`config.mk`:
```
export PLATFORM = sky130hd
export DESIGN_NAME = uart_tx_arbiter
export DESIGN_NICKNAME = d
export VERILOG_FILES = /design/src/rtl/uart_tx_arbiter.sv
export SDC_FILE = /design/constraint.sdc
export NUM_CORES = 1
export LEC_CHECK = 0
export CAP_MARGIN = 20
export CORE_MARGIN = 2
export CORE_UTILIZATION = 45
export CTS_BUF_LIST = sky130_fd_sc_hd__clkbuf_8
export DETAILED_ROUTE_END_ITERATION = 8
export GPL_TIMING_DRIVEN = 1
export PLACE_DENSITY_LB_ADDON = 0.3
export SLEW_MARGIN = 20
export SYNTH_ARGS = -nofsm -noshare
export SYNTH_HDL_FRONTEND = slang
export SYNTH_SLANG_ARGS = --single-unit
```
`constraint.sdc`:
```
create_clock -name clk -period 6.52 [get_ports clk]
set_clock_uncertainty 0.05 [all_clocks]
set_input_delay 0.978 -clock clk [delete_from_list [all_inputs] [get_ports clk]]
set_output_delay 0.978 -clock clk [all_outputs]
set_load 0.02 [all_outputs]
```
`src/rtl/uart_tx_arbiter.sv`:
```
// -----------------------------------------------------------------------------
// uart_tx_arbiter
//
// Shares one uart_byte_tx among NUM_REQ result sources. A round-robin arbiter
// picks one pending word, acknowledges it, and sends it as a byte frame:
// an optional ID header (8'hA0 | id) followed by the data bytes MSB-first,
// which is the byte order the host-side uart_data_tx uses.
//
// Ports
//   clk, reset     : system clock, synchronous active-high reset
//   req_valid[i]   : requester i has a word pending
//   req_data       : requester i word at [i*DATA_WIDTH +: DATA_WIDTH]
//   req_ready[i]   : one-cycle pulse, word of requester i accepted
//   grant_id       : index of the requester currently being sent
//   busy           : high from the cycle after a grant until the frame ends
//   tx_data_byte   : byte to the transmitter, stable from tx_send_en to tx_done
//   tx_send_en     : one-cycle start pulse to uart_byte_tx.send_en
//   tx_done        : uart_byte_tx.tx_done, only looked at in ST_WAIT
//   frame_done     : one-cycle pulse after the last byte of a frame completes
//   err_timeout    : one-cycle pulse when a byte does not complete in time
//   state_dbg      : current FSM state (ST_* encoding below)
//
// Handshake: a requester raises req_valid[i] with req_data stable and keeps
// both stable until req_ready[i] pulses. The word is captured on the grant
// edge, so the requester may change req_data or drop req_valid in the same
// cycle req_ready[i] is seen. Dropping req_valid before the grant withdraws
// the request. Once acknowledged, a word is never re-sent, even on timeout.
// -----------------------------------------------------------------------------
module uart_tx_arbiter #(
  parameter int NUM_REQ    = 4,
  parameter int DATA_WIDTH = 32,
  parameter int HEADER_EN  = 1,
  parameter int TIMEOUT    = 1000000
) (
  input  logic                          clk,
  input  logic                          reset,
  input  logic [NUM_REQ-1:0]            req_valid,
  input  logic [NUM_REQ*DATA_WIDTH-1:0] req_data,
  output logic [NUM_REQ-1:0]            req_ready,
  output logic [3:0]                    grant_id,
  output logic                          busy,
  output logic [7:0]                    tx_data_byte,
  output logic                          tx_send_en,
  input  logic                          tx_done,
  output logic                          frame_done,
  output logic                          err_timeout,
  output logic [2:0]                    state_dbg
);

  localparam int NBYTES = DATA_WIDTH / 8 + HEADER_EN;
  localparam int TO_W   = $clog2(TIMEOUT);

  typedef enum logic [2:0] {
    ST_IDLE  = 3'd0,
    ST_SEND  = 3'd1,
    ST_WAIT  = 3'd2,
    ST_DONE  = 3'd3,
    ST_ABORT = 3'd4
  } state_t;

  // ---------------------------------------------------------------------------
  // State registers
  // ---------------------------------------------------------------------------
  state_t                  state_q, state_d;
  logic [3:0]              rr_ptr_q, rr_ptr_d;
  logic [DATA_WIDTH-1:0]   shift_q, shift_d;
  logic [3:0]              bytes_left_q, bytes_left_d;
  logic [TO_W-1:0]         to_cnt_q, to_cnt_d;

  logic [NUM_REQ-1:0]      req_ready_q, req_ready_d;
  logic [3:0]              grant_id_q, grant_id_d;
  logic                    busy_q, busy_d;
  logic [7:0]              tx_data_byte_q, tx_data_byte_d;
  logic                    tx_send_en_q, tx_send_en_d;
  logic                    frame_done_q, frame_done_d;
  logic                    err_timeout_q, err_timeout_d;

  // ---------------------------------------------------------------------------
  // Round-robin arbiter
  // Each requester's distance from the pointer is (i - ptr) mod NUM_REQ; the
  // valid requester with the smallest distance wins, which is the same as
  // scanning upward from the pointer and wrapping.
  // ---------------------------------------------------------------------------
  logic                    arb_found;
  logic [3:0]              arb_id;
  logic [3:0]              arb_next_ptr;
  logic [4:0]              arb_best_dist;
  logic [4:0]              arb_dist;
  logic [NUM_REQ-1:0]      arb_onehot;
  logic [DATA_WIDTH-1:0]   arb_word;
  logic [7:0]              arb_header;

  always_comb begin
    arb_found     = 1'b0;
    arb_id        = 4'd0;
    arb_best_dist = 5'(NUM_REQ);
    arb_dist      = 5'd0;
    for (int i = 0; i < NUM_REQ; i++) begin
      if (5'(i) >= {1'b0, rr_ptr_q}) begin
        arb_dist = 5'(i) - {1'b0, rr_ptr_q};
      end else begin
        arb_dist = 5'(i) + 5'(NUM_REQ) - {1'b0, rr_ptr_q};
      end
      if (req_valid[i] && (arb_dist < arb_best_dist)) begin
        arb_best_dist = arb_dist;
        arb_found     = 1'b1;
        arb_id        = 4'(i);
      end
    end
  end

  always_comb begin
    arb_onehot = '0;
    arb_word   = '0;
    for (int i = 0; i < NUM_REQ; i++) begin
      if (arb_id == 4'(i)) begin
        arb_onehot[i] = arb_found;
        arb_word      = req_data[i*DATA_WIDTH +: DATA_WIDTH];
      end
    end
  end

  assign arb_next_ptr = (arb_id == 4'(NUM_REQ - 1)) ? 4'd0 : arb_id + 4'd1;
  assign arb_header   = {4'hA, arb_id};

  // ---------------------------------------------------------------------------
  // Frame FSM: next state and registered outputs
  // The shift register always holds the bytes still to be sent, MSB-first.
  // With a header the first byte is the header and the word is loaded
  // unshifted; without one the first data byte is sent straight away and the
  // word is loaded already shifted by one byte.
  // ---------------------------------------------------------------------------
  always_comb begin
    state_d        = state_q;
    rr_ptr_d       = rr_ptr_q;
    shift_d        = shift_q;
    bytes_left_d   = bytes_left_q;
    to_cnt_d       = to_cnt_q;
    req_ready_d    = '0;
    grant_id_d     = grant_id_q;
    busy_d         = busy_q;
    tx_data_byte_d = tx_data_byte_q;
    tx_send_en_d   = 1'b0;
    frame_done_d   = 1'b0;
    err_timeout_d  = 1'b0;

    case (state_q)
      ST_IDLE: begin
        if (arb_found) begin
          state_d      = ST_SEND;
          rr_ptr_d     = arb_next_ptr;
          req_ready_d  = arb_onehot;
          grant_id_d   = arb_id;
          busy_d       = 1'b1;
          tx_send_en_d = 1'b1;
          bytes_left_d = 4'(NBYTES - 1);
          if (HEADER_EN != 0) begin
            tx_data_byte_d = arb_header;
            shift_d        = arb_word;
          end else begin
            tx_data_byte_d = arb_word[DATA_WIDTH-1 -: 8];
            shift_d        = arb_word << 8;
          end
        end
      end

      // tx_send_en is high during this cycle; a tx_done seen here belongs
      // to an earlier byte and is ignored.
      ST_SEND: begin
        state_d  = ST_WAIT;
        to_cnt_d = '0;
      end

      // to_cnt counts WAIT cycles without tx_done; the TIMEOUT-th such cycle
      // aborts the frame.
      ST_WAIT: begin
        if (tx_done) begin
          if (bytes_left_q == 4'd0) begin
            state_d      = ST_DONE;
            frame_done_d = 1'b1;
            busy_d       = 1'b0;
          end else begin
            state_d        = ST_SEND;
            tx_send_en_d   = 1'b1;
            tx_data_byte_d = shift_q[DATA_WIDTH-1 -: 8];
            shift_d        = shift_q << 8;
            bytes_left_d   = bytes_left_q - 4'd1;
          end
        end else if (to_cnt_q == TO_W'(TIMEOUT - 1)) begin
          state_d       = ST_ABORT;
          err_timeout_d = 1'b1;
          busy_d        = 1'b0;
        end else begin
          to_cnt_d = to_cnt_q + 1'b1;
        end
      end

      ST_DONE: begin
        state_d = ST_IDLE;
      end

      ST_ABORT: begin
        state_d = ST_IDLE;
      end

      default: begin
        state_d = ST_IDLE;
        busy_d  = 1'b0;
      end
    endcase
  end

  always_ff @(posedge clk) begin
    if (reset) begin
      state_q        <= ST_IDLE;
      rr_ptr_q       <= 4'd0;
      shift_q        <= '0;
      bytes_left_q   <= 4'd0;
      to_cnt_q       <= '0;
      req_ready_q    <= '0;
      grant_id_q     <= 4'd0;
      busy_q         <= 1'b0;
      tx_data_byte_q <= 8'h00;
      tx_send_en_q   <= 1'b0;
      frame_done_q   <= 1'b0;
      err_timeout_q  <= 1'b0;
    end else begin
      state_q        <= state_d;
      rr_ptr_q       <= rr_ptr_d;
      shift_q        <= shift_d;
      bytes_left_q   <= bytes_left_d;
      to_cnt_q       <= to_cnt_d;
      req_ready_q    <= req_ready_d;
      grant_id_q     <= grant_id_d;
      busy_q         <= busy_d;
      tx_data_byte_q <= tx_data_byte_d;
      tx_send_en_q   <= tx_send_en_d;
      frame_done_q   <= frame_done_d;
      err_timeout_q  <= err_timeout_d;
    end
  end

  assign req_ready    = req_ready_q;
  assign grant_id     = grant_id_q;
  assign busy         = busy_q;
  assign tx_data_byte = tx_data_byte_q;
  assign tx_send_en   = tx_send_en_q;
  assign frame_done   = frame_done_q;
  assign err_timeout  = err_timeout_q;
  assign state_dbg    = state_q;

endmodule

```
==> results of run 1 <==
## layout by cell type (no fill, tap or decap), drive strengths merged, types with 3 or more instances in the layout
cell / count
nor4b: 3
or3b: 3
and4: 3
conb: 10
o211ai: 14
clkbuf: 10
nand2: 77
clkdlybuf4s50: 154
and2: 4
o21ai: 23
ha: 19
nor2: 49
xnor2: 3
a221oi: 32
buf: 22
o2111ai: 16
dfxtp: 79
nand2b: 4
nor4: 3
o311ai: 25
mux2i: 7
nor2b: 37
nand3: 24
o31ai: 25
nor3: 4
and3: 9
or3: 18
nand4: 34
a21oi: 32
a211oi: 10
inv: 22
## layer usage
| layer | global-route usage, % | vias to the layer above |
|---|---|---|
| li1 | - | 2793 |
| met1 | 35.6 | 2738 |
| met2 | 42.3 | 287 |
| met3 | 4.98 | 27 |
| met4 | 8.78 | 0 |
| met5 | 0 | - |
## worst reg2reg max path, cell delays in order, from the launching register on
cell,delay (ps)
sky130_fd_sc_hd__dfxtp_2,410
sky130_fd_sc_hd__inv_1,160
sky130_fd_sc_hd__ha_1,290
sky130_fd_sc_hd__xnor2_4,250
sky130_fd_sc_hd__and2_1,180
sky130_fd_sc_hd__nand2_1,70
sky130_fd_sc_hd__ha_1,340
sky130_fd_sc_hd__nand2_1,70
sky130_fd_sc_hd__a31oi_1,220
sky130_fd_sc_hd__nor2_1,80
sky130_fd_sc_hd__mux2_2,290
sky130_fd_sc_hd__ha_1,270
sky130_fd_sc_hd__nand2_1,80
sky130_fd_sc_hd__a311oi_4,280
sky130_fd_sc_hd__or2_4,180
sky130_fd_sc_hd__mux2_2,330
sky130_fd_sc_hd__ha_1,320
sky130_fd_sc_hd__and3_1,190
sky130_fd_sc_hd__a2111oi_4,390
sky130_fd_sc_hd__nor2_1,170
sky130_fd_sc_hd__ha_1,270
sky130_fd_sc_hd__nor2b_2,180
sky130_fd_sc_hd__buf_12,200
sky130_fd_sc_hd__a221oi_1,110
sky130_fd_sc_hd__o311ai_0,420
sky130_fd_sc_hd__nand4_1,170
sky130_fd_sc_hd__o21ai_1,130
## layout make-up
class                           instances  share of cell area [%]
Timing Repair Buffer                  176                    24.2
Clock inverter                          5                    1.03
Clock buffer                           10                    1.89
Tap cell                              143                    2.45
Sequential cell                        79                    21.7
Multi-Input combinational cell        516                    47.7
Inverter                               20                    1.03
## worst paths after layout
check,end,slack [ps]
max,shift_q[22],350
min,shift_q[30],400
max reg2reg,shift_q[22],350
min reg2reg,shift_q[30],400
## sequential cells by signal, summed over array words and instances (netlist names), 2 cells and up
register and flops:
bytes_left_q 4, grant_id 2, req_ready 4, rr_ptr_q 2
shift_q 32, state_dbg 3, to_cnt_q 20, tx_data_byte 8
## cells by family after synthesis
| kind of cell | Yosys count | synth area share (%) |
|---|---|---|
| other cells | 2 | 0.140 |
| mux | 9 | 1.73 |
| xor+xnor | 4 | 0.794 |
| compound gates | 195 | 28.5 |
| buf+inv | 88 | 7.33 |
| flops | 79 | 29.5 |
| simple gates | 279 | 27.6 |
| fa+ha+maj | 19 | 4.43 |
## power groups by stage
stage	clock [mW]	combinational, mW	sequential, mW
final	0.402	2.11	0.679
after global routing	0.420	2.29	0.692
after CTS	0.399	2.03	0.676
after detailed placement	0	2.01	0.687
after global placement	0	1.98	0.683
after floorplan	0	1.36	0.698
## timing repair
item	CTS	global route
endpoints found under the setup margin	1	32
cloned	0	0
buffers inserted	0	0
pin swaps	0	0
gates resized for setup	1	21
hold endpoints to repair	0	0
## metrics by stage
stage,setup TNS (ps),worst slack (ps)
global route,0,14.0
finish,0,349
floorplan,0,649
detailed placement,-954,-206
global placement,-61.9,-43.9
CTS,0,10.5
==> metrics.txt, run 1 <==
# TYPE chip_impl_metric gauge
chip_impl_metric{name="num_antenna_cells",unit=""} 0
chip_impl_metric{name="p_seq_share",unit="%"} 21.3
chip_impl_info{name="clock_tree_from_tritoncts",value="built"} 1
chip_impl_metric{name="synth.lib_cells_used.distinct",unit=""} 71
chip_impl_metric{name="layout.nets",unit=""} 956
chip_impl_info{name="critical-path-top-delay-family",value="compound AO/OA/AOI/OAI gates"} 1
chip_impl_metric{name="grt_use_total",unit="%"} 26.3
chip_impl_metric{name="fp.dieArea",unit="sq um"} 12800
chip_impl_metric{name="power_report.internal_total",unit="mW"} 1.70
chip_impl_metric{name="dp_hpwl",unit="microns"} 12600
chip_impl_metric{name="io_buffers",unit=""} 155
chip_impl_info{name="netlist_top_cells_count",value="79 x sky130_fd_sc_hd__dfxtp_1, 77 x sky130_fd_sc_hd__nand2_1, 49 x sky130_fd_sc_hd__nor2_1"} 1
chip_impl_info{name="run_status",value="finished with violations"} 1
chip_impl_metric{name="timing.fmax",unit="GHz"} 0.162
chip_impl_info{name="rr_startpoint",value="rr_ptr_q[0]"} 1
chip_impl_info{name="cp_slowest_cell",value="sky130_fd_sc_hd__o311ai_0"} 1
chip_impl_metric{name="die_y",unit="microns"} 113
chip_impl_metric{name="multi_input_area",unit="sq um"} 3480
chip_impl_metric{name="power.switching_fraction",unit="%"} 46.6
chip_impl_metric{name="power.density",unit="nW/um^2"} 437
chip_impl_metric{name="final-setup-viol-count",unit=""} 0
chip_impl_metric{name="synthesis.area_per_instance",unit="sq um"} 7.94
chip_impl_metric{name="post_synth_edffs",unit=""} 0
chip_impl_info{name="clock-root-buffer",value="sky130_fd_sc_hd__clkbuf_8"} 1
chip_impl_metric{name="postRouteAntennaNets",unit=""} 0
chip_impl_metric{name="worstRegToRegCells",unit=""} 26
chip_impl_metric{name="cts_stage_hold_buffer_count",unit=""} 0
chip_impl_metric{name="synth_largest_type_area_fraction",unit="%"} 29.5
chip_impl_metric{name="placedCellCount",unit=""} 934
chip_impl_info{name="maxUsedRoutingLayer",value="met4"} 1
chip_impl_metric{name="post_drt_wl_per_cell",unit="microns"} 18.4
chip_impl_info{name="grt_setup_unrepaired",value="no"} 1
chip_impl_metric{name="whs",unit="ps"} 403
chip_impl_info{name="critPathLaunchType",value="flop"} 1
chip_impl_metric{name="filler_cell_count",unit=""} 999
chip_impl_metric{name="crit_path_dat",unit="ps"} 6410
chip_impl_metric{name="peakVddDrop",unit="mV"} 0.230
chip_impl_metric{name="grt_overflow_total",unit=""} 0
chip_impl_metric{name="antenna_violations_before_repair",unit=""} 0
chip_impl_metric{name="critical_path_cell_count",unit=""} 26
chip_impl_metric{name="via_count",unit=""} 5845
chip_impl_metric{name="cts_buffers",unit=""} 9
chip_impl_metric{name="min_delay_path_depth",unit=""} 2
chip_impl_metric{name="wl_met3",unit="microns"} 1370
chip_impl_metric{name="maximum_number_of_pins_on_one_net_before_global_route_repair",unit=""} 72
chip_impl_metric{name="initialDrtViolationCount",unit=""} 487
chip_impl_metric{name="p_clk_share",unit="%"} 12.6
chip_impl_metric{name="final_cell_area",unit="sq um"} 7300
chip_impl_metric{name="area_growth_syn_to_layout",unit="%"} 36.1
chip_impl_info{name="post_synth_main_area_contributors",value="sky130_fd_sc_hd__dfxtp_1 29%, sky130_fd_sc_hd__nand2_1 5.4%, sky130_fd_sc_hd__a221oi_1 5.2%"} 1
chip_impl_metric{name="seq_area_frac_synth",unit="%"} 29.5
chip_impl_metric{name="final.min_clock_period",unit="ps"} 6170
chip_impl_metric{name="clk_pin_slew_worst_paths",unit="ps"} 80
chip_impl_metric{name="final_hold_viol_count",unit=""} 0
chip_impl_metric{name="critPathRequiredTime",unit="ps"} 6760
chip_impl_metric{name="flip_flop_and_latch_count_after_synthesis",unit=""} 79
chip_impl_info{name="critPathCaptureType",value="flop"} 1
chip_impl_info{name="critical-path-top-cell-by-count",value="sky130_fd_sc_hd__ha_1"} 1
chip_impl_metric{name="drc",unit=""} 2
chip_impl_metric{name="critical_path_peak_fanout",unit=""} 31
chip_impl_metric{name="cts.htree.levels",unit=""} 3
chip_impl_metric{name="finish.cell_count_without_fillers",unit=""} 949
chip_impl_metric{name="netlist_area_pre_place",unit="sq um"} 5360
chip_impl_metric{name="pwr-share-comb",unit="%"} 66.1
chip_impl_metric{name="first_pass_iters",unit=""} 9
chip_impl_info{name="hp-start",value="shift_q[30]"} 1
chip_impl_metric{name="clkSinkCount",unit=""} 79
chip_impl_info{name="synth_area_leader_cell",value="sky130_fd_sc_hd__dfxtp_1"} 1
chip_impl_metric{name="slew_headroom",unit="%"} 27.2
chip_impl_metric{name="core",unit="sq um"} 11500
chip_impl_metric{name="first_pass_grt_wire_length",unit="microns"} 27400
chip_impl_metric{name="p_sw",unit="mW"} 1.49
chip_impl_metric{name="grt_pass1_vias",unit=""} 5513
chip_impl_info{name="timing.critical_path.from",value="rr_ptr_q[0]"} 1
chip_impl_metric{name="maxCapViolations",unit=""} 0
chip_impl_metric{name="synth_cells",unit=""} 675
chip_impl_metric{name="ff_latch_area",unit="sq um"} 1580
chip_impl_metric{name="cp_num_buf_inv",unit=""} 2
chip_impl_metric{name="cpPeakStageDelay",unit="ps"} 420
chip_impl_metric{name="route.final.wire_length",unit="microns"} 17400
chip_impl_metric{name="worst-slew-pin-transition",unit="ps"} 1090
chip_impl_info{name="failed_checks",value="design-rule violations"} 1
chip_impl_metric{name="placedInstanceArea",unit="sq um"} 7030
chip_impl_info{name="synth_ff_type",value="sky130_fd_sc_hd__dfxtp_1"} 1
chip_impl_metric{name="synthesis.yosys.warnings",unit=""} 0
chip_impl_metric{name="layout_worst_path_cycle_share",unit="%"} 94.7
chip_impl_metric{name="power.total",unit="mW"} 3.19
chip_impl_metric{name="gp_routability_congestion",unit=""} 0.898
chip_impl_metric{name="wl_met1",unit="microns"} 7530
chip_impl_metric{name="power.static_leakage",unit="nW"} 2.59
chip_impl_metric{name="die_boundary_width",unit="microns"} 113
chip_impl_metric{name="route.detailed.vias_per_inst",unit=""} 6.16
chip_impl_metric{name="async_flop_share",unit="%"} 0
chip_impl_info{name="min-delay-path-class",value="flop to flop"} 1
chip_impl_metric{name="met2WireLength",unit="microns"} 8230
chip_impl_info{name="synthMostInstantiatedCell",value="sky130_fd_sc_hd__dfxtp_1"} 1
chip_impl_metric{name="row_count",unit=""} 39
chip_impl_metric{name="clk_path_buf_depth",unit=""} 2
chip_impl_metric{name="boundaryPins",unit=""} 158
chip_impl_metric{name="report.final.slew_viol_count",unit=""} 0
chip_impl_metric{name="final_core_util",unit="%"} 63.4
chip_impl_info{name="worst-setup-path-type",value="flop to flop"} 1
chip_impl_metric{name="initial_utilization",unit="%"} 46.6
chip_impl_metric{name="clkLatencyLatePin",unit="ps"} 370
chip_impl_metric{name="layout-drive-gt1-share",unit="%"} 8.68
No activity file was read; power rests on OpenSTA's default activity.
==> run 2, diff against run 1 <==
PLACE_DENSITY = 0.77   (was not set)
PLACE_DENSITY_LB_ADDON = not set   (was 0.3)
==> metrics.txt, run 2 (synthesis gave the netlist of run 1 again) <==
# TYPE chip_impl_metric gauge
chip_impl_metric{name="cts_stage_hold_buffer_count",unit=""} 0
chip_impl_metric{name="slew_headroom",unit="%"} 34.2
chip_impl_info{name="layout.cells.most_common",value="sky130_fd_sc_hd__clkdlybuf4s50_1"} 1
chip_impl_metric{name="critPathRequiredTime",unit="ps"} 6760
chip_impl_metric{name="boundaryPins",unit=""} 158
chip_impl_info{name="rr_startpoint",value="rr_ptr_q[1]"} 1
chip_impl_metric{name="filler_cell_count",unit=""} 982
chip_impl_info{name="clock_tree_from_tritoncts",value="built"} 1
chip_impl_metric{name="critical_path_peak_fanout",unit=""} 34
chip_impl_metric{name="clk_path_buf_depth",unit=""} 2
chip_impl_metric{name="core",unit="sq um"} 11500
chip_impl_metric{name="route.final.wire_length",unit="microns"} 18000
chip_impl_metric{name="layout.nets",unit=""} 986
chip_impl_metric{name="power.density",unit="nW/um^2"} 442
chip_impl_metric{name="maxCapViolations",unit=""} 0
chip_impl_metric{name="largest_reg_flops",unit=""} 32
chip_impl_metric{name="drc",unit=""} 3
chip_impl_info{name="cp_slowest_cell",value="sky130_fd_sc_hd__clkdlybuf4s50_1"} 1
chip_impl_metric{name="worstRegToRegCells",unit=""} 28
chip_impl_metric{name="grt_use_total",unit="%"} 27.7
chip_impl_info{name="hp-start",value="shift_q[16]"} 1
chip_impl_info{name="timing.critical_path.from",value="req_valid[0]"} 1
chip_impl_metric{name="antenna_violations_before_repair",unit=""} 0
chip_impl_metric{name="grt_pass1_vias",unit=""} 5734
chip_impl_metric{name="fp.dieArea",unit="sq um"} 12800
chip_impl_metric{name="area_growth_syn_to_layout",unit="%"} 39.2
chip_impl_info{name="clock-root-buffer",value="sky130_fd_sc_hd__clkbuf_8"} 1
chip_impl_info{name="critPathCaptureType",value="flop"} 1
chip_impl_metric{name="grt_overflow_total",unit=""} 0
chip_impl_metric{name="post_drt_wl_per_cell",unit="microns"} 18.3
chip_impl_metric{name="placedInstanceArea",unit="sq um"} 7180
chip_impl_metric{name="cts.htree.levels",unit=""} 3
chip_impl_metric{name="worst-slew-pin-transition",unit="ps"} 983
chip_impl_info{name="layout_common_cells",value="154 x sky130_fd_sc_hd__clkdlybuf4s50_1, 78 x sky130_fd_sc_hd__dfxtp_1, 76 x sky130_fd_sc_hd__nand2_1, 49 x sky130_fd_sc_hd__nor2_1, 46 x sky130_fd_sc_hd__buf_4"} 1
chip_impl_metric{name="first_pass_iters",unit=""} 7
chip_impl_metric{name="initial_utilization",unit="%"} 46.6
chip_impl_metric{name="finish.cell_count_without_fillers",unit=""} 980
chip_impl_metric{name="final_hold_viol_count",unit=""} 0
chip_impl_metric{name="via_count",unit=""} 5953
chip_impl_metric{name="layout-drive-gt1-share",unit="%"} 12.3
chip_impl_info{name="min-delay-path-class",value="flop to flop"} 1
chip_impl_metric{name="num_antenna_cells",unit=""} 0
chip_impl_metric{name="die_boundary_width",unit="microns"} 113
chip_impl_metric{name="io_buffers",unit=""} 155
chip_impl_metric{name="cpPeakStageDelay",unit="ps"} 480
chip_impl_metric{name="first_pass_grt_wire_length",unit="microns"} 28800
chip_impl_metric{name="dp_hpwl",unit="microns"} 13200
chip_impl_metric{name="cts_buffers",unit=""} 9
chip_impl_metric{name="maximum_number_of_pins_on_one_net_before_global_route_repair",unit=""} 72
chip_impl_metric{name="final_cell_area",unit="sq um"} 7460
chip_impl_info{name="top_register",value="shift_q"} 1
chip_impl_metric{name="timing.fmax",unit="GHz"} 0.165
chip_impl_info{name="grt_setup_unrepaired",value="no"} 1
chip_impl_metric{name="placedCellCount",unit=""} 956
chip_impl_metric{name="clkSinkCount",unit=""} 79
chip_impl_info{name="critPathLaunchType",value="input pin"} 1
chip_impl_metric{name="final_core_util",unit="%"} 64.8
chip_impl_info{name="run_status",value="finished with violations"} 1
chip_impl_metric{name="row_count",unit=""} 39
chip_impl_info{name="failed_checks",value="design-rule violations"} 1
chip_impl_metric{name="clkLatencyLatePin",unit="ps"} 370
chip_impl_metric{name="final.min_clock_period",unit="ps"} 6070
chip_impl_metric{name="report.final.slew_viol_count",unit=""} 0
chip_impl_metric{name="min_delay_path_depth",unit=""} 2
chip_impl_metric{name="crit_path_dat",unit="ps"} 6310
chip_impl_metric{name="gp_routability_congestion",unit=""} 0.959
chip_impl_metric{name="initialDrtViolationCount",unit=""} 470
chip_impl_metric{name="final-setup-viol-count",unit=""} 0
chip_impl_metric{name="peakVddDrop",unit="mV"} 0.204
chip_impl_info{name="worst-setup-path-type",value="input pin to flop"} 1
chip_impl_metric{name="route.detailed.vias_per_inst",unit=""} 6.07
chip_impl_metric{name="clk_pin_slew_worst_paths",unit="ps"} 80
chip_impl_metric{name="layout_worst_path_cycle_share",unit="%"} 93.1
chip_impl_metric{name="power.static_leakage",unit="nW"} 2.70
chip_impl_metric{name="die_y",unit="microns"} 113
chip_impl_metric{name="postRouteAntennaNets",unit=""} 0
==> run 2: what timing repair did <==
action / 4_1_cts / 5_1_grt
pin swaps: 0 / 3
endpoints found under the hold margin: 0 / 0
gates resized for setup: 2 / 16
cloned: 0 / 1
buffers inserted: 0 / 7
endpoints found under the setup margin: 4 / 32
==> run 2: cell type report <==
| cell class | count | area, sq um | share of cell area [%] |
|---|---|---|---|
| clock buffers | 10 | 138 | 1.84 |
| clock inverters | 6 | 51.3 | 0.687 |
| inverters | 20 | 75.1 | 1.01 |
| multi-input cells | 517 | 3470 | 46.4 |
| flip-flops and latches | 79 | 1580 | 21.2 |
| well taps | 143 | 179 | 2.40 |
| repair buffers | 205 | 1970 | 26.4 |
==> run 2: worst max-delay path: cells and delay by family <==
family                   cells  cell delay [ps]
AO/OA/AOI/OAI                7             1500
adder cells (fa/ha/maj)      4             1160
buffers and inverters        5             1150
AND/OR/NAND/NOR              8              880
multiplexers                 2              620
==> run 2: worst paths after layout <==
path	to	slack, ps
max	shift_q[28]	450
min	shift_q[16]	400
max reg2reg	shift_q[28]	490
min reg2reg	shift_q[16]	400
==> run 2: where the power goes <==
part | switching (mW) | internal, mW | total, mW
clock network | 0.203 | 0.154 | 0.357
registers | 0.0771 | 0.598 | 0.675
logic | 1.26 | 1.01 | 2.27
==> run 2: metrics by stage <==
step / total power, mW / setup slack (ps) / hold slack [ps] / setup TNS [ps]
after floorplan: 2.05 / 649 / 379 / 0
after global placement: 2.74 / -101 / 387 / -248
after detailed placement: 2.80 / -276 / 391 / -2360
final: 3.30 / 452 / 404 / 0
after CTS: 3.16 / 94.6 / 403 / 0
after global routing: 3.54 / 84.5 / 417 / 0
==> run 2: per-layer routing <==
layer,share of wire (%),track usage (%),vias to the layer above
met5,0,0,-
met4,1.6,8.29,0
met3,6.7,3.75,28
met2,48,46.2,267
met1,44,37.3,2805
li1,-,-,2853
==> run 3, diff against run 2 <==
CTS_CLUSTER_SIZE = 24   (was not set)
REMOVE_ABC_BUFFERS = 1   (was not set)
==> metrics.txt, run 3 (synthesis gave the netlist of run 1 again) <==
# TYPE chip_impl_metric gauge
chip_impl_info{name="run_status",value="finished with violations"} 1
chip_impl_info{name="failed_checks",value="design-rule violations"} 1
chip_impl_metric{name="timing.fmax",unit="GHz"} 0.161
chip_impl_metric{name="placedInstanceArea",unit="sq um"} 6980
chip_impl_info{name="hp-start",value="shift_q[22]"} 1
chip_impl_metric{name="report.final.slew_viol_count",unit=""} 0
chip_impl_metric{name="drc",unit=""} 3
chip_impl_metric{name="initialDrtViolationCount",unit=""} 416
chip_impl_metric{name="layout_worst_path_cycle_share",unit="%"} 95.0
chip_impl_metric{name="route.detailed.vias_per_inst",unit=""} 6.17
chip_impl_metric{name="route.final.wire_length",unit="microns"} 16800
chip_impl_metric{name="final.min_clock_period",unit="ps"} 6190
chip_impl_metric{name="row_count",unit=""} 39
chip_impl_metric{name="boundaryPins",unit=""} 158
chip_impl_metric{name="die_boundary_width",unit="microns"} 113
chip_impl_metric{name="clk_path_buf_depth",unit=""} 2
chip_impl_metric{name="antenna_violations_before_repair",unit=""} 0
chip_impl_metric{name="layout.nets",unit=""} 950
chip_impl_metric{name="placedCellCount",unit=""} 926
chip_impl_metric{name="die_y",unit="microns"} 113
chip_impl_metric{name="largest_reg_flops",unit=""} 32
chip_impl_info{name="critPathCaptureType",value="flop"} 1
chip_impl_metric{name="power.static_leakage",unit="nW"} 2.56
chip_impl_metric{name="postRouteAntennaNets",unit=""} 0
chip_impl_metric{name="grt_pass1_vias",unit=""} 5569
chip_impl_metric{name="cts_stage_hold_buffer_count",unit=""} 0
chip_impl_metric{name="area_growth_syn_to_layout",unit="%"} 35.2
chip_impl_metric{name="first_pass_iters",unit=""} 7
chip_impl_info{name="layout.cells.most_common",value="sky130_fd_sc_hd__clkdlybuf4s50_1"} 1
chip_impl_metric{name="worstRegToRegCells",unit=""} 26
chip_impl_metric{name="grt_use_total",unit="%"} 25.7
chip_impl_info{name="critical-path-top-cell-by-count",value="sky130_fd_sc_hd__ha_1"} 1
chip_impl_metric{name="post_drt_wl_per_cell",unit="microns"} 17.8
chip_impl_metric{name="clk_pin_slew_worst_paths",unit="ps"} 80
chip_impl_metric{name="worst-slew-pin-transition",unit="ps"} 1120
chip_impl_metric{name="clkSinkCount",unit=""} 79
chip_impl_metric{name="power.density",unit="nW/um^2"} 427
chip_impl_metric{name="peakVddDrop",unit="mV"} 0.220
chip_impl_metric{name="num_antenna_cells",unit=""} 0
chip_impl_metric{name="maxCapViolations",unit=""} 0
chip_impl_info{name="clock_tree_from_tritoncts",value="built"} 1
chip_impl_info{name="layout_common_cells",value="154 x sky130_fd_sc_hd__clkdlybuf4s50_1, 78 x sky130_fd_sc_hd__dfxtp_1, 76 x sky130_fd_sc_hd__nand2_1, 49 x sky130_fd_sc_hd__nor2_1, 35 x sky130_fd_sc_hd__nor2b_1"} 1
chip_impl_info{name="top_register",value="shift_q"} 1
chip_impl_metric{name="maximum_number_of_pins_on_one_net_before_global_route_repair",unit=""} 72
chip_impl_metric{name="critPathRequiredTime",unit="ps"} 6740
chip_impl_metric{name="final_hold_viol_count",unit=""} 0
chip_impl_metric{name="cts_buffers",unit=""} 9
chip_impl_info{name="critPathLaunchType",value="flop"} 1
chip_impl_metric{name="initial_utilization",unit="%"} 46.6
chip_impl_info{name="worst-setup-path-type",value="flop to flop"} 1
chip_impl_metric{name="final-setup-viol-count",unit=""} 0
chip_impl_metric{name="critical_path_peak_fanout",unit=""} 31
chip_impl_metric{name="cts.htree.levels",unit=""} 3
chip_impl_metric{name="min_delay_path_depth",unit=""} 2
chip_impl_metric{name="cpPeakStageDelay",unit="ps"} 440
chip_impl_info{name="r2r-end",value="shift_q[12]"} 1
chip_impl_info{name="timing.hold.worst_endpoint",value="shift_q[22]"} 1
chip_impl_metric{name="first_pass_grt_wire_length",unit="microns"} 27000
chip_impl_metric{name="io_buffers",unit=""} 155
chip_impl_metric{name="dp_hpwl",unit="microns"} 11500
chip_impl_metric{name="least_setup_slack_across_all_paths_after_layout",unit="ps"} 328
chip_impl_metric{name="gp_routability_congestion",unit=""} 0.881
chip_impl_metric{name="final_cell_area",unit="sq um"} 7250
chip_impl_info{name="min-delay-path-class",value="flop to flop"} 1
chip_impl_metric{name="ff2ff_setup_slack",unit="ps"} 330
chip_impl_info{name="clock-root-buffer",value="sky130_fd_sc_hd__clkbuf_8"} 1
chip_impl_info{name="cp_slowest_cell",value="sky130_fd_sc_hd__a2111oi_4"} 1
chip_impl_metric{name="slew_headroom",unit="%"} 25.4
chip_impl_metric{name="crit_path_dat",unit="ps"} 6410
chip_impl_metric{name="pre_cts_setup_slack",unit="ps"} -55.5
chip_impl_metric{name="fp.dieArea",unit="sq um"} 12800
chip_impl_info{name="rr_startpoint",value="rr_ptr_q[1]"} 1
chip_impl_info{name="grt_setup_unrepaired",value="no"} 1
chip_impl_metric{name="core",unit="sq um"} 11500
chip_impl_metric{name="finish.cell_count_without_fillers",unit=""} 943
chip_impl_metric{name="clkLatencyLatePin",unit="ps"} 370
chip_impl_metric{name="layout-drive-gt1-share",unit="%"} 8.13
chip_impl_metric{name="via_count",unit=""} 5821
chip_impl_metric{name="grt_overflow_total",unit=""} 0
## run 3: stage by stage
| stage | TNS [ps] | hold WS (ps) | power (mW) | utilization [%] |
|---|---|---|---|---|
| 6_report | 0 | 402 | 3.09 | 62.9 |
| 5_1_grt | 0 | 419 | 3.32 | 62.9 |
| 2_1_floorplan | -8060 | 379 | 1.93 | - |
| 3_3_place_gp | 0 | 386 | 2.57 | 60.6 |
| 4_1_cts | 0 | 403 | 3.01 | 62.5 |
| 3_5_place_dp | -55.5 | 392 | 2.61 | 60.6 |
## run 3: power by group
| part | internal, mW | switching, mW |
|---|---|---|
| sequential | 0.598 | 0.0809 |
| clock | 0.217 | 0.185 |
| combinational | 0.830 | 1.18 |
## run 3: metal layers
layer / routed length [microns] / global-route usage (%) / vias to the layer above
met4: 326 / 8.78 / 0
li1: - / - / 2779
met3: 1100 / 5.14 / 28
met5: 0 / 0 / -
met2: 8330 / 44.2 / 241
met1: 7010 / 32.3 / 2773
## run 3: worst max-delay path by stage
stage	depth (start not counted)	end	from
floorplan	25	shift_q[10]	rr_ptr_q[0]
global route	26	shift_q[12]	rr_ptr_q[1]
global placement	26	shift_q[17]	req_valid[0]
finish	26	shift_q[12]	rr_ptr_q[1]
CTS	26	shift_q[12]	rr_ptr_q[0]
detailed placement	24	shift_q[12]	req_valid[0]
## run 3: area by class of cell
type                            count  area, sq um
Fill cell                         997         4270
Multi-Input combinational cell    516         3470
Timing Repair Buffer              170         1720
Sequential cell                    79         1580
Clock buffer                       13          179
Tap cell                          143          179
Inverter                           20         75.1
Clock inverter                      2         37.5
## run 3: critical path, delay by kind of cell (launching register included)
family | cells | cell delay [ps]
buf+inv | 2 | 330
fa+ha+maj | 5 | 1440
simple gates | 10 | 1450
xor+xnor | 1 | 260
flops | 1 | 430
compound gates | 6 | 1490
mux | 2 | 630
## run 3: timing repair
item                                    in CTS  in global routing
setup buffers                                0                  2
endpoints found under the setup margin       0                 32
gates resized for setup                      0                 15
